## config.mk

```make
export PLATFORM = sky130hd
export DESIGN_NAME = id_ex_pipe_reg_p
export DESIGN_NICKNAME = d
export VERILOG_FILES = /design/src/rtl/id_ex_pipe_reg_p.sv
export SDC_FILE = /design/constraint.sdc
export NUM_CORES = 1
export LEC_CHECK = 0
export CORE_MARGIN = 4
export CORE_UTILIZATION = 25
export CTS_CLUSTER_SIZE = 16
export DETAILED_ROUTE_END_ITERATION = 6
export PLACE_DENSITY = 0.54
export SYNTH_ARGS = -nofsm -noshare
export SYNTH_HDL_FRONTEND = slang
export SYNTH_SLANG_ARGS = --single-unit
```

## constraint.sdc

```tcl
create_clock -name clk -period 2.65 [get_ports clk]
set_input_delay 0.53 -clock clk [delete_from_list [all_inputs] [get_ports clk]]
set_output_delay 0.53 -clock clk [all_outputs]
set_load 0.005 [all_outputs]
```

## src/rtl/id_ex_pipe_reg_p.sv

```systemverilog
// ID/EX pipeline register: carries control, operands and register IDs from decode to execute,
// with stall hold, dual-source flush (selectable clear depth) and a saturating bubble counter.
module id_ex_pipe_reg_p #(
    parameter int CTRL_W             = 8,
    parameter int DATA_W             = 32,
    parameter int NUM_DATA           = 3,
    parameter int REG_W              = 5,
    parameter int CLEAR_ALL_ON_FLUSH = 0,
    parameter int CNT_W              = 16
) (
    input  logic                       clk,
    input  logic                       reset,
    input  logic                       stall,
    input  logic                       flush_lwstall,
    input  logic                       flush_branch,
    input  logic                       valid_in,
    input  logic [CTRL_W-1:0]          ctrl_in,
    input  logic [NUM_DATA*DATA_W-1:0] data_in,
    input  logic [3*REG_W-1:0]         regid_in,
    input  logic                       bubble_clr,
    output logic                       valid_out,
    output logic [CTRL_W-1:0]          ctrl_out,
    output logic [NUM_DATA*DATA_W-1:0] data_out,
    output logic [3*REG_W-1:0]         regid_out,
    output logic [CNT_W-1:0]           bubble_count
);

    localparam logic [CNT_W-1:0] CNT_ONE = {{(CNT_W-1){1'b0}}, 1'b1};

    logic                       flush;
    logic                       vld_p1;
    logic [CTRL_W-1:0]          ctrl_p1;
    logic [NUM_DATA*DATA_W-1:0] data_p1;
    logic [3*REG_W-1:0]         regid_p1;
    logic [CNT_W-1:0]           bubble_cnt_p1;

    // Both hazard sources collapse into one bubble event.
    assign flush = flush_lwstall | flush_branch;

    function automatic logic [CNT_W-1:0] sat_inc(input logic [CNT_W-1:0] cnt);
        return (&cnt) ? cnt : cnt + CNT_ONE;
    endfunction

    // ID -> EX stage boundary: control/valid
    always_ff @(posedge clk or negedge reset) begin
        if (!reset) begin
            vld_p1  <= 1'b0;
            ctrl_p1 <= '0;
        end else if (flush) begin
            vld_p1  <= 1'b0;
            ctrl_p1 <= '0;
        end else if (!stall) begin
            vld_p1  <= valid_in;
            ctrl_p1 <= valid_in ? ctrl_in : '0;
        end
    end

    // ID -> EX stage boundary: operands and register IDs
    always_ff @(posedge clk or negedge reset) begin
        if (!reset) begin
            data_p1  <= '0;
            regid_p1 <= '0;
        end else if (flush) begin
            if (CLEAR_ALL_ON_FLUSH != 0) begin
                data_p1  <= '0;
                regid_p1 <= '0;
            end
        end else if (!stall) begin
            data_p1  <= data_in;
            regid_p1 <= regid_in;
        end
    end

    // Counter keeps running under stall; clear takes priority over a same-edge bubble.
    always_ff @(posedge clk or negedge reset) begin
        if (!reset) begin
            bubble_cnt_p1 <= '0;
        end else if (bubble_clr) begin
            bubble_cnt_p1 <= '0;
        end else if (flush) begin
            bubble_cnt_p1 <= sat_inc(bubble_cnt_p1);
        end
    end

    assign valid_out    = vld_p1;
    assign ctrl_out     = ctrl_p1;
    assign data_out     = data_p1;
    assign regid_out    = regid_p1;
    assign bubble_count = bubble_cnt_p1;

endmodule

```

==> reports/metrics.sh, run 1 <==
POST_CTS.REPAIR.SETUP_BUFFERS=0
GRT.OVERFLOW.TOTAL=0
WORSTPATHREQUIRED_NS=2.98
WORSTREGTOREGCELLS=5
VIASPERCELL=4.37
FINALSETUPVIOLATIONS=0
DRT_PRE_ANTENNA_ITERS=4
SYN_TO_FINAL_GROWTH_PCT=67.5
SYNTH_ASYNC_SR_FLOP_SHARE=1.00
RESULT_OF_THE_RUN='finished clean'
CRITICAL_PATH_ARRIVAL_NS=2.34
ROWS=53
CRIT_CHAIN='ha_1 -> nand2_1 -> or3_1 -> or4_1 -> a21oi_1'
NUMBER_OF_ANTENNA_VIOLATIONS_AT_THE_FIRST_CHECK_IN_GLOBAL_ROUTING=0
GRT_USE_TOTAL=0.127
REGTOREGENDPOINT='bubble_count[12]'
SHARE_OF_FINAL_LAYOUT_STANDARD_CELLS_STRONGER_THAN_DRIVE_STRENGTH_1=0.251
MIN_HOLD_SLACK_NS=0.143
CPPEAKSTAGEDELAY_NS=0.50
MAX-SLEW-MARGIN-REL=0.453
YOSYS_REGISTER_BITS=136
WIRE_LENGTH_OF_THE_FIRST_GLOBAL_ROUTING_PASS_MM=23.8
POST-ROUTE-DRC-COUNT=0
P_SW_mW=1.54
INTPOWER_mW=4.71
ANTENNA_CELLS=0
P_CLK_FRAC=0.371
NUMBER_OF_GLOBAL_ROUTE_VIAS_BEFORE_REPAIR=4353
SYNTH_CELL_TYPE_COUNT=33
SYNTH_AREA_PER_CELL_SQ_UM=15.0
DIEWIDTH_UM=154
ROUTED_WIRE_LENGTH_PER_INSTANCE_UM=16.3
YOSYS.AREA.TOP_TYPE_SHARE=0.640
SYNTH.TOP_CELLS.BY_AREA='dfrtp_1, mux2_2, a22o_1'
SWITCHING_SHARE_OF_POWER=0.246
PATH_MAX_FANOUT=7
CP-START-KIND='flop'
MULTI_INPUT_GATE_AREA_SQ_UM=1830
BOUNDARYPINS=262
WORST_SETUP_HOLD_PATH_CLK_SLEW_NS=0.06
BUFFER_PORTS.INSERTED=261
FINALSETUPTNS_NS=0
CTS_SINKS=136
CTS_HOLD_BUFFERS=0
COMBINATIONALPOWERSHARE=0.217
CTSROOTBUFFERMASTER='clkbuf_16'
TIMING_MAX_TRANSITION_VIOLATIONS_FINAL=0
INITIAL_CORE_UTIL=0.254
SYNTH-EDFF-COUNT=0
DESIGN_AREA_SQ_UM=8910
DRV_CAP=0
WORST_SKEW_PAIR.LATE_LATENCY_NS=0.41
YS_SEQ_AREA_FRAC=0.640
WORSTSETUPENDPOINTTYPE='flop'
CTS_RESIZED=0
R2R_SETUP_SLACK_NS=0.64
CRITPATHSLOWESTCELL='or4_1'
CTS_BUFFER_DEPTH=2
HTREEDEPTH=4
FINALCRITPERIODSHARE=0.757
P_PER_AREA_nW_PER_UM2=701
DIE_AREA_SQ_UM=23700
COUNT_OF_MAPPED_CELLS_OUT_OF_SYNTHESIS=355
TOTAL_LEAKAGE_POWER_nW=3.57
SYNTH_COMMONEST_CELLS='dfrtp_1, mux2_2, a21oi_1, buf_2, a22o_1'
RSZ0062_AT_GRT='no'
CRITICALPATHCATEGORY='flop to flop'
TRITONCTS_CLOCK_TREE='done'
CHIPHEIGHT_UM=154
IRDROPWORSTVDD_V=0.000385
FILLER_CELLS_INSERTED=1948
DP.FINAL_HPWL_MM=10.9
DOMINANTREGCELLSYNTH='dfrtp_1'
SYNTHESIS.NETS=482
SEQUENTIALPOWERSHARE=0.412
WORST_HOLD_PATH_TYPE='primary input to asynchronous set/reset pin'
FINALWEIGHTEDCONGESTION=0.753
CLOCK-SKEW-FINAL_NS=0.00494
MAX_FREQ_MHz=498
INITIALDRTVIOLATIONCOUNT=160
POST_LAYOUT_MIN_PERIOD_NS=2.01
ANTENNA_LEFT=0
REG2REG_FROM='bubble_count[0]'
WORSTMARGINPINSLEW_NS=0.820
CTS_BUFFERS=17
NETLIST_AREA_SQ_UM=5320
GRT_MAX_DEGREE=137
YOSYS.CELL_COUNT.TOP_TYPE='dfrtp_1'
HOLD_VIOL_FINAL=0
YOSYS.AREA.TOP_TYPE='dfrtp_1'
NET_COUNT_FINAL=752
YS.WARNINGS.COUNT=0
STD_CELL_CORE_AREA_SQ_UM=21000
PLACED_AREA_SQ_UM=8330
VIAS=3990
FINAL-SEQ-AREA_SQ_UM=3400
ROUTED_WL_MM=14.9
-- worst max-delay path by stage --
stage / start / slack [ns] / cells past startpoint / to
floorplan: flush_branch / 0.68 / 5 / data_out[0]
global placement: flush_branch / 0.28 / 6 / regid_out[13]
detailed placement: flush_branch / 0.24 / 6 / data_out[16]
CTS: bubble_count[3] / 0.63 / 1 / bubble_count[3]
global route: bubble_count[0] / 0.45 / 5 / bubble_count[12]
finish: bubble_count[0] / 0.64 / 5 / bubble_count[12]
-- power by group through the flow --
stage | Sequential [mW] | Combinational, mW | Clock (mW)
floorplan | 2.63 | 0.339 | 0
global placement | 2.61 | 1.36 | 0
detailed placement | 2.61 | 1.38 | 0
CTS | 2.58 | 1.38 | 2.40
global route | 2.62 | 1.45 | 2.51
finish | 2.57 | 1.35 | 2.32
-- registers in the layout (all words and copies together), names as in the netlist --
signal and count:
bubble_count 16, ctrl_out 8, data_out 96, regid_out 15, valid_out 1
-- critical path, delay by kind of cell (launching register included) --
kind | cells | cell delay, ns
and+or+nand+nor | 3 | 1.11
AOI/OAI and AO/OA | 1 | 0.16
adders and majority gates | 1 | 0.24
DFF | 1 | 0.41
-- cell type report --
class / count / area share
clock buffers: 18 / 0.0493
clock inverters: 14 / 0.0156
inverters: 3 / 0.00126
multi-input cells: 197 / 0.205
flip-flops and latches: 136 / 0.382
well taps: 275 / 0.0386
repair buffers: 270 / 0.308
-- layer usage --
metal	part of all wire	track usage	up-vias
met4	0.017	0.0454	0
li1	-	-	1846
met1	0.40	0.145	1961
met5	0	0	-
met3	0.092	0.0540	17
met2	0.49	0.212	166
-- logic make-up after synthesis --
group,Yosys count,synth area share
DFF,136,0.640
muxes,113,0.239
and+or+nand+nor,47,0.0553
AOI/OAI and AO/OA,36,0.0454
buffers and inverters,22,0.0181
adders and majority gates,1,0.00235
-- cells in the final DEF, fill, tap and decap left out, drive strengths merged, types with 2 or more instances in the layout --
cell / count
nor2b: 2
clkinvlp: 3
inv: 8
clkdlybuf4s50: 260
o21ai: 4
a22o: 8
a21oi: 13
or3: 4
o31ai: 7
buf: 10
nand2: 4
nor2: 5
mux2: 113
nor4: 5
nand3: 5
and2: 2
nand4: 3
or4: 7
clkinv: 5
dfrtp: 136
clkbuf: 18
nor3: 5
-- through the flow --
| stage | utilization | cells | total power, mW | worst slack, ns |
|---|---|---|---|---|
| CTS | 0.425 | 913 | 6.37 | 0.629 |
| detailed placement | 0.398 | 881 | 3.99 | 0.235 |
| global placement | 0.398 | 881 | 3.97 | 0.278 |
| global route | 0.425 | 913 | 6.58 | 0.455 |
| finish | 0.425 | 913 | 6.25 | 0.643 |
| floorplan | - | 355 | 2.97 | 0.680 |
Note: power is estimated with default switching activity, not from simulation.
==> run 2, diff against run 1 <==
--- a/config.mk
+++ b/config.mk
@@ -9,7 +9,7 @@
 export CORE_UTILIZATION = 25
 export CTS_CLUSTER_SIZE = 16
 export DETAILED_ROUTE_END_ITERATION = 6
-export PLACE_DENSITY = 0.54
+export PLACE_DENSITY = 0.56
 export SYNTH_ARGS = -nofsm -noshare
 export SYNTH_HDL_FRONTEND = slang
 export SYNTH_SLANG_ARGS = --single-unit
==> constraint.sdc (replaced) <==
create_clock -name clk -period 1.63 [get_ports clk]
set_input_delay 0.326 -clock clk [delete_from_list [all_inputs] [get_ports clk]]
set_output_delay 0.326 -clock clk [all_outputs]
set_load 0.005 [all_outputs]
==> run 2 against run 1 <==
Effect of this change:
- the run now ends with negative setup slack left
- register-to-register slack got worse by 0.70 ns
- clock power rose by 71%
- hold slack gained 0.26 ns
- flip-flop and latch count stayed put
- power rose by 64%
- worst setup slack worse by 0.70 ns
- sequential power rose by 62%
- largest power group unchanged
==> reports/metrics.sh, run 2 (synthesis gave the netlist of run 1 again) <==
FINALCRITPERIODSHARE=1.03
NUMPLACEDINSTANCES=915  # +3.9%
TOTAL_LEAKAGE_POWER_nW=4.78  # +34%
FINAL-SEQ-AREA_SQ_UM=3410  # about the same
POST_LAYOUT_NONFILLER_INSTANCES=973  # +6.6%
NUMBER_OF_GLOBAL_ROUTE_VIAS_BEFORE_REPAIR=4624  # +6.2%
POST-LAYOUT-TOTAL-POWER_mW=10.3  # +64%
POST-ROUTE-DRC-COUNT=0  # unchanged
IRDROPWORSTVDD_V=0.000675  # +75%
POST_LAYOUT_MIN_PERIOD_NS=1.68
RESULT_OF_THE_RUN='finished with violations'
MIN_HOLD_SLACK_NS=0.404  # +0.260 ns
ROWS=53  # unchanged
CRIT_CHAIN='clkdlybuf4s50_1 -> or2_4 -> nor2_4 -> buf_12 -> clkbuf_16 -> mux2_2'
FINALSETUPVIOLATIONS=114  # +114
INITIAL_CORE_UTIL=0.254  # unchanged
VIASPERCELL=4.48  # +2.5%
P_PER_AREA_nW_PER_UM2=1050  # +49%
RSZ0062_AT_GRT='yes'
HTREEDEPTH=4  # unchanged
BOUNDARYPINS=262  # unchanged
DRT_PRE_ANTENNA_ITERS=4  # unchanged
CPPEAKSTAGEDELAY_NS=0.44  # -0.06 ns
NET_COUNT_FINAL=811  # +7.8%
SYN_TO_FINAL_GROWTH_PCT=84.5
WORSTPATHREQUIRED_NS=1.92  # -1.06 ns
WIRE_LENGTH_OF_THE_FIRST_GLOBAL_ROUTING_PASS_MM=26.2  # +10%
DIE_AREA_SQ_UM=23700  # unchanged
CTS_BUFFER_DEPTH=2  # unchanged
INITIALDRTVIOLATIONCOUNT=109  # -32%
NUMBER_OF_ANTENNA_VIOLATIONS_AT_THE_FIRST_CHECK_IN_GLOBAL_ROUTING=1  # +1
CP-START-KIND='primary input'
CLOCK-SKEW-FINAL_NS=0.00617  # +0.00123 ns
VIAS=4358  # +9.2%
CRITPATHSLOWESTCELL='clkdlybuf4s50_1'
ROUTED_WL_MM=17.6  # +18%
R2R_SETUP_SLACK_NS=-0.05  # -0.70 ns
CRITICALPATHCATEGORY='primary input to flop'
WORST_SETUP_HOLD_PATH_CLK_SLEW_NS=0.06  # about the same
DP.FINAL_HPWL_MM=12.0  # +10%
GRT_MAX_DEGREE=39  # -72%
CTSROOTBUFFERMASTER='clkbuf_16'
ANTENNA_LEFT=0  # unchanged
WORST_SKEW_PAIR.LATE_LATENCY_NS=0.41  # about the same
FILLER_CELLS_INSERTED=1891  # -2.9%
CHIPHEIGHT_UM=154  # unchanged
MAX_FREQ_MHz=594
CTS_SINKS=136  # unchanged
HOLD_VIOL_FINAL=0  # unchanged
BUFFER_PORTS.INSERTED=261  # unchanged
MULTI_INPUT_GATE_AREA_SQ_UM=1950  # +6.5%
SHARE_OF_FINAL_LAYOUT_STANDARD_CELLS_STRONGER_THAN_DRIVE_STRENGTH_1=0.337  # +0.0864
FINALCOREUTILIZATION=0.468  # +0.0433
FINAL_COMMON_CELL='clkdlybuf4s50_1'
GRT.OVERFLOW.TOTAL=0  # unchanged
TRITONCTS_CLOCK_TREE='done'
STD_CELL_CORE_AREA_SQ_UM=21000  # unchanged
VIOLATIONS='negative setup slack'
LARGEST_REGISTER_FFS=96  # unchanged
WORSTMARGINPINSLEW_NS=0.416  # -0.404 ns
TIMING_MAX_TRANSITION_VIOLATIONS_FINAL=0  # unchanged
MAX-SLEW-MARGIN-REL=0.723  # +0.269
WORST_HOLD_PATH_TYPE='primary input to asynchronous set/reset pin'
LAYOUT_COMMON_CELLS='clkdlybuf4s50_1, dfrtp_1, mux2_2'
CTS_BUFFERS=17  # unchanged
CRITICAL_PATH_ARRIVAL_NS=1.97  # -0.37 ns
DRV_CAP=0  # unchanged
FINALSETUPTNS_NS=-3.41  # -3.41 ns
ROUTED_WIRE_LENGTH_PER_INSTANCE_UM=18.1  # +11%
GRT_USE_TOTAL=0.141  # +0.0143
WORST_SETUP_SLACK_FINAL_NS=-0.0536  # -0.697 ns
FINALWEIGHTEDCONGESTION=0.826  # +9.7%
DIEWIDTH_UM=154  # unchanged
PATH_MAX_FANOUT=13  # +6
WORSTSETUPENDPOINTTYPE='flop'
run 2: changes by cell type in the layout (fill, tap and decap cells not counted), moves of 3 or more:
cell / change
a21oi_2: +4
buf_6: +7
clkdlybuf4s50_1: -121
a21oi_1: -4
buf_4: +40
nor4_4: +3
clkbuf_16: +4
clkdlybuf4s15_1: +3
buf_16: +4
dlymetal6s2s_1: +68
dlygate4sd2_1: +49
run 2: routing by layer:
metal | track usage | part of all wire | vias up
li1 | - | - | 1970
met2 | 0.237 | 0.51 | 176
met5 | 0 | 0 | -
met3 | 0.0574 | 0.078 | 7
met4 | 0.0362 | 0.0081 | 0
met1 | 0.168 | 0.40 | 2205
run 2: per-stage QoR:
step | setup WS, ns | instance area [sq um]
after floorplan | -0.155 | 5380
after global placement | -0.496 | 8630
after detailed placement | -0.512 | 8630
after CTS | -0.0530 | 9410
after global routing | -0.125 | 9820
final | -0.0536 | 9820
run 2: area by class of cell:
type                            count  share of cell area
Clock inverter                     13              0.0173
Multi-Input combinational cell    197               0.198
Inverter                            3             0.00115
Sequential cell                   136               0.347
Tap cell                          275              0.0351
Antenna cell                        1            0.000255
Clock buffer                       19              0.0441
Timing Repair Buffer              329               0.357
run 2: critical path: cells and delay by family:
family	cells	cell delay, ns
simple gates	2	0.47
buf+inv	3	0.83
mux	1	0.34
run 2: power by group:
group	internal, mW	switching, mW	leakage, nW	total, mW
Combinational	1.46	0.677	2.84	2.14
Sequential	3.91	0.257	1.66	4.17
Clock	2.43	1.53	0.285	3.96
Total	7.80	2.46	4.78	10.3
run 2: repair_timing:
action / in CTS / in global routing
pin swaps: 8 / 10
hold buffers: 1 / 0
setup endpoints to repair: 182 / 168
hold endpoints to repair: 32 / 0
setup buffers: 12 / 3
resized for setup: 66 / 94
cloned: 3 / 6
run 2: path summary, 6_finish.rpt:
path                                 start               end  depth (start not counted)
max reg2reg                bubble_count[3]  bubble_count[12]                          5
min in group clk                 valid_out         valid_out                          1
min reg2reg                      valid_out         valid_out                          1
max                           flush_branch      data_out[40]                          6
min                                  reset      data_out[70]                          2
max in group asynchronous            reset      data_out[25]                          3
==> run 3, diff against run 2 <==
--- a/config.mk
+++ b/config.mk
@@ -5,7 +5,6 @@
 export SDC_FILE = /design/constraint.sdc
 export NUM_CORES = 1
 export LEC_CHECK = 0
-export CORE_MARGIN = 4
 export CORE_UTILIZATION = 25
 export CTS_CLUSTER_SIZE = 16
 export DETAILED_ROUTE_END_ITERATION = 6
==> run 3 against run 2 <==
Effect of this change:
- the flow still finishes with violations (negative setup slack)
- flip-flop and latch count unchanged
- fmax is 0.88% lower
- critical path depth unchanged
- global-route usage increased by 0.42 points
- register-to-register slack about the same
- clock skew increased by 0.0042 ns
- power fell by 0.23%
- first-iteration DRC count decreased by 33%
- combinational power decreased by 2%
- hold slack worse by 0.017 ns
- worst setup slack worse by 0.015 ns
- count of clock-buffer cells in the layout did not move
- critical endpoint is now bubble_count[13]
- highest routed layer unchanged
==> reports/metrics.sh, run 3 (synthesis gave the netlist of run 1 again) <==
DIE_AREA_SQ_UM=21900  # -7.6%
WORST_SKEW_PAIR.LATE_LATENCY_NS=0.41  # about the same
BUFFER_PORTS.INSERTED=261  # unchanged
FINALCOREUTILIZATION=0.466  # -0.00233
TRITONCTS_CLOCK_TREE='done'
LARGEST_REGISTER_FFS=96  # unchanged
GRT.OVERFLOW.TOTAL=0  # unchanged
CRITICALPATHCATEGORY='flop to flop'
LAYOUT_COMMON_CELLS='clkdlybuf4s50_1, dfrtp_1, mux2_2'
WORST_HOLD_PATH_TYPE='primary input to asynchronous set/reset pin'
CTS_BUFFER_DEPTH=2  # unchanged
POST_LAYOUT_NONFILLER_INSTANCES=963  # -1.0%
BOUNDARYPINS=262  # unchanged
DIEWIDTH_UM=148  # -3.9%
NET_COUNT_FINAL=801  # -1.2%
PATH_MAX_FANOUT=6  # -7
TOTAL_LEAKAGE_POWER_nW=4.74  # -0.84%
SHARE_OF_FINAL_LAYOUT_STANDARD_CELLS_STRONGER_THAN_DRIVE_STRENGTH_1=0.345  # +0.00782
NUMBER_OF_ANTENNA_VIOLATIONS_AT_THE_FIRST_CHECK_IN_GLOBAL_ROUTING=1  # unchanged
POST-ROUTE-DRC-COUNT=0  # unchanged
CTSROOTBUFFERMASTER='clkbuf_16'
ROUTED_WL_MM=16.2  # -8.1%
RSZ0062_AT_GRT='yes'
CLOCK-SKEW-FINAL_NS=0.0104  # +0.00424 ns
WORST_SETUP_SLACK_FINAL_NS=-0.0685  # -0.0149 ns
MAX-SLEW-MARGIN-REL=0.741  # +0.0182
CTS_SINKS=136  # unchanged
FINALWEIGHTEDCONGESTION=0.810  # -2.0%
POST-LAYOUT-TOTAL-POWER_mW=10.2  # -0.23%
TIMING_MAX_TRANSITION_VIOLATIONS_FINAL=0  # unchanged
VIOLATIONS='negative setup slack'
REG2REG_FROM='bubble_count[10]'
FINALSETUPTNS_NS=-0.378  # +3.03 ns
P_PER_AREA_nW_PER_UM2=1050  # +0.27%
INITIALDRTVIOLATIONCOUNT=73  # -33%
WORSTREGTOREGCELLS=6  # +1
NUMPLACEDINSTANCES=911  # -0.44%
INITIAL_CORE_UTIL=0.254  # unchanged
POST_LAYOUT_MIN_PERIOD_NS=1.70  # +0.0149 ns
R2R_SETUP_SLACK_NS=-0.07  # about the same
FINALCRITPERIODSHARE=1.04  # +0.00916
REGTOREGENDPOINT='bubble_count[13]'
ROWS=53  # unchanged
CHIPHEIGHT_UM=148  # -3.9%
FINALSETUPVIOLATIONS=11  # -90%
VIAS=4262  # -2.2%
CRITICAL_PATH_ARRIVAL_NS=2.04  # +0.07 ns
DP.FINAL_HPWL_MM=11.1  # -8.0%
DRV_CAP=0  # unchanged
MAX_FREQ_MHz=589  # -0.88%
PLACED_AREA_SQ_UM=8600  # -0.35%
SYN_TO_FINAL_GROWTH_PCT=83.6
DRT_PRE_ANTENNA_ITERS=4  # unchanged
HTREEDEPTH=4  # unchanged
GRT_USE_TOTAL=0.145  # +0.00418
CP-START-KIND='flop'
WORSTPATHREQUIRED_NS=1.97  # +0.05 ns
HOLD_VIOL_FINAL=0  # unchanged
WORSTMARGINPINSLEW_NS=0.386  # -0.0302 ns
ROUTED_WIRE_LENGTH_PER_INSTANCE_UM=16.8  # -7.2%
WIRE_LENGTH_OF_THE_FIRST_GLOBAL_ROUTING_PASS_MM=24.3  # -7.2%
RESULT_OF_THE_RUN='finished with violations'
VIASPERCELL=4.43  # -1.2%
CTS_BUFFERS=17  # unchanged
GRT_MAX_DEGREE=47  # +21%
WORST_SETUP_HOLD_PATH_CLK_SLEW_NS=0.06  # about the same
NUMBER_OF_GLOBAL_ROUTE_VIAS_BEFORE_REPAIR=4497  # -2.7%
FINAL_COMMON_CELL='clkdlybuf4s50_1'
DESIGN_AREA_SQ_UM=9770  # -0.50%
ANTENNA_LEFT=0  # unchanged
IRDROPWORSTVDD_V=0.000648  # -4.1%
WORSTSETUPENDPOINTTYPE='flop'
STD_CELL_CORE_AREA_SQ_UM=21000  # unchanged
run 3: changes by cell type in the layout (fill, tap and decap cells not counted), moves of 3 or more:
cell             change
buf_4                -4
o31ai_1              -4
clkdlybuf4s50_1      +3
o31ai_2              +3
or4_1                -3
or4_4                +3
run 3: worst max-delay path, stage by stage (launching register included):
cell and delay (ns):
dfrtp_1 0.41, buf_6 0.13, nand4_1 0.19, nor4_4 0.10, buf_4 0.17, or4_1 0.49
a21oi_2 0.14
run 3: how the worst max path moves through the flow:
stage	startpoint	endpoint	slack, ns	cells past startpoint
after floorplan	bubble_count[0]	bubble_count[14]	-0.16	6
after global placement	flush_branch	ctrl_out[1]	-0.49	7
after detailed placement	flush_branch	ctrl_out[5]	-0.51	7
after CTS	bubble_count[0]	bubble_count[12]	-0.04	5
after global routing	bubble_count[9]	bubble_count[1]	-0.11	6
final	bubble_count[10]	bubble_count[13]	-0.07	6
run 3: what timing repair did:
action,CTS,global route
hold buffers,1,0
setup endpoints to repair,175,100
hold endpoints to repair,29,0
pin swaps,8,11
resized for setup,64,100
setup buffers,13,4
cloned,3,2
run 3: power breakdown:
group,switching [mW],internal (mW)
Clock,1.52,2.46
Sequential,0.251,3.91
Combinational,0.640,1.45
Total,2.41,7.82
run 3: area by class of cell:
class	count	area, sq um
Multi-Input combinational cell	197	2020
Timing Repair Buffer	319	3370
Antenna cell	1	2.50
Clock buffer	19	443
Tap cell	275	344
Sequential cell	136	3410
Fill cell	1902	11200
Clock inverter	13	169
Inverter	3	11.3
run 3: metrics by stage:
step           setup WS, ns  hold slack (ns)
6_report            -0.0685            0.386
3_5_place_dp         -0.507            0.247
4_1_cts             -0.0382            0.372
2_1_floorplan        -0.155           0.0304
5_1_grt              -0.106            0.397
3_3_place_gp         -0.486            0.240
run 3: layer usage:
layer  up-vias  share of wire  track usage
li1       1944              -            -
met1      2153           0.39        0.162
met2       149           0.52        0.256
met3        16          0.072       0.0522
met4         0          0.013       0.0443
met5         -              0            0
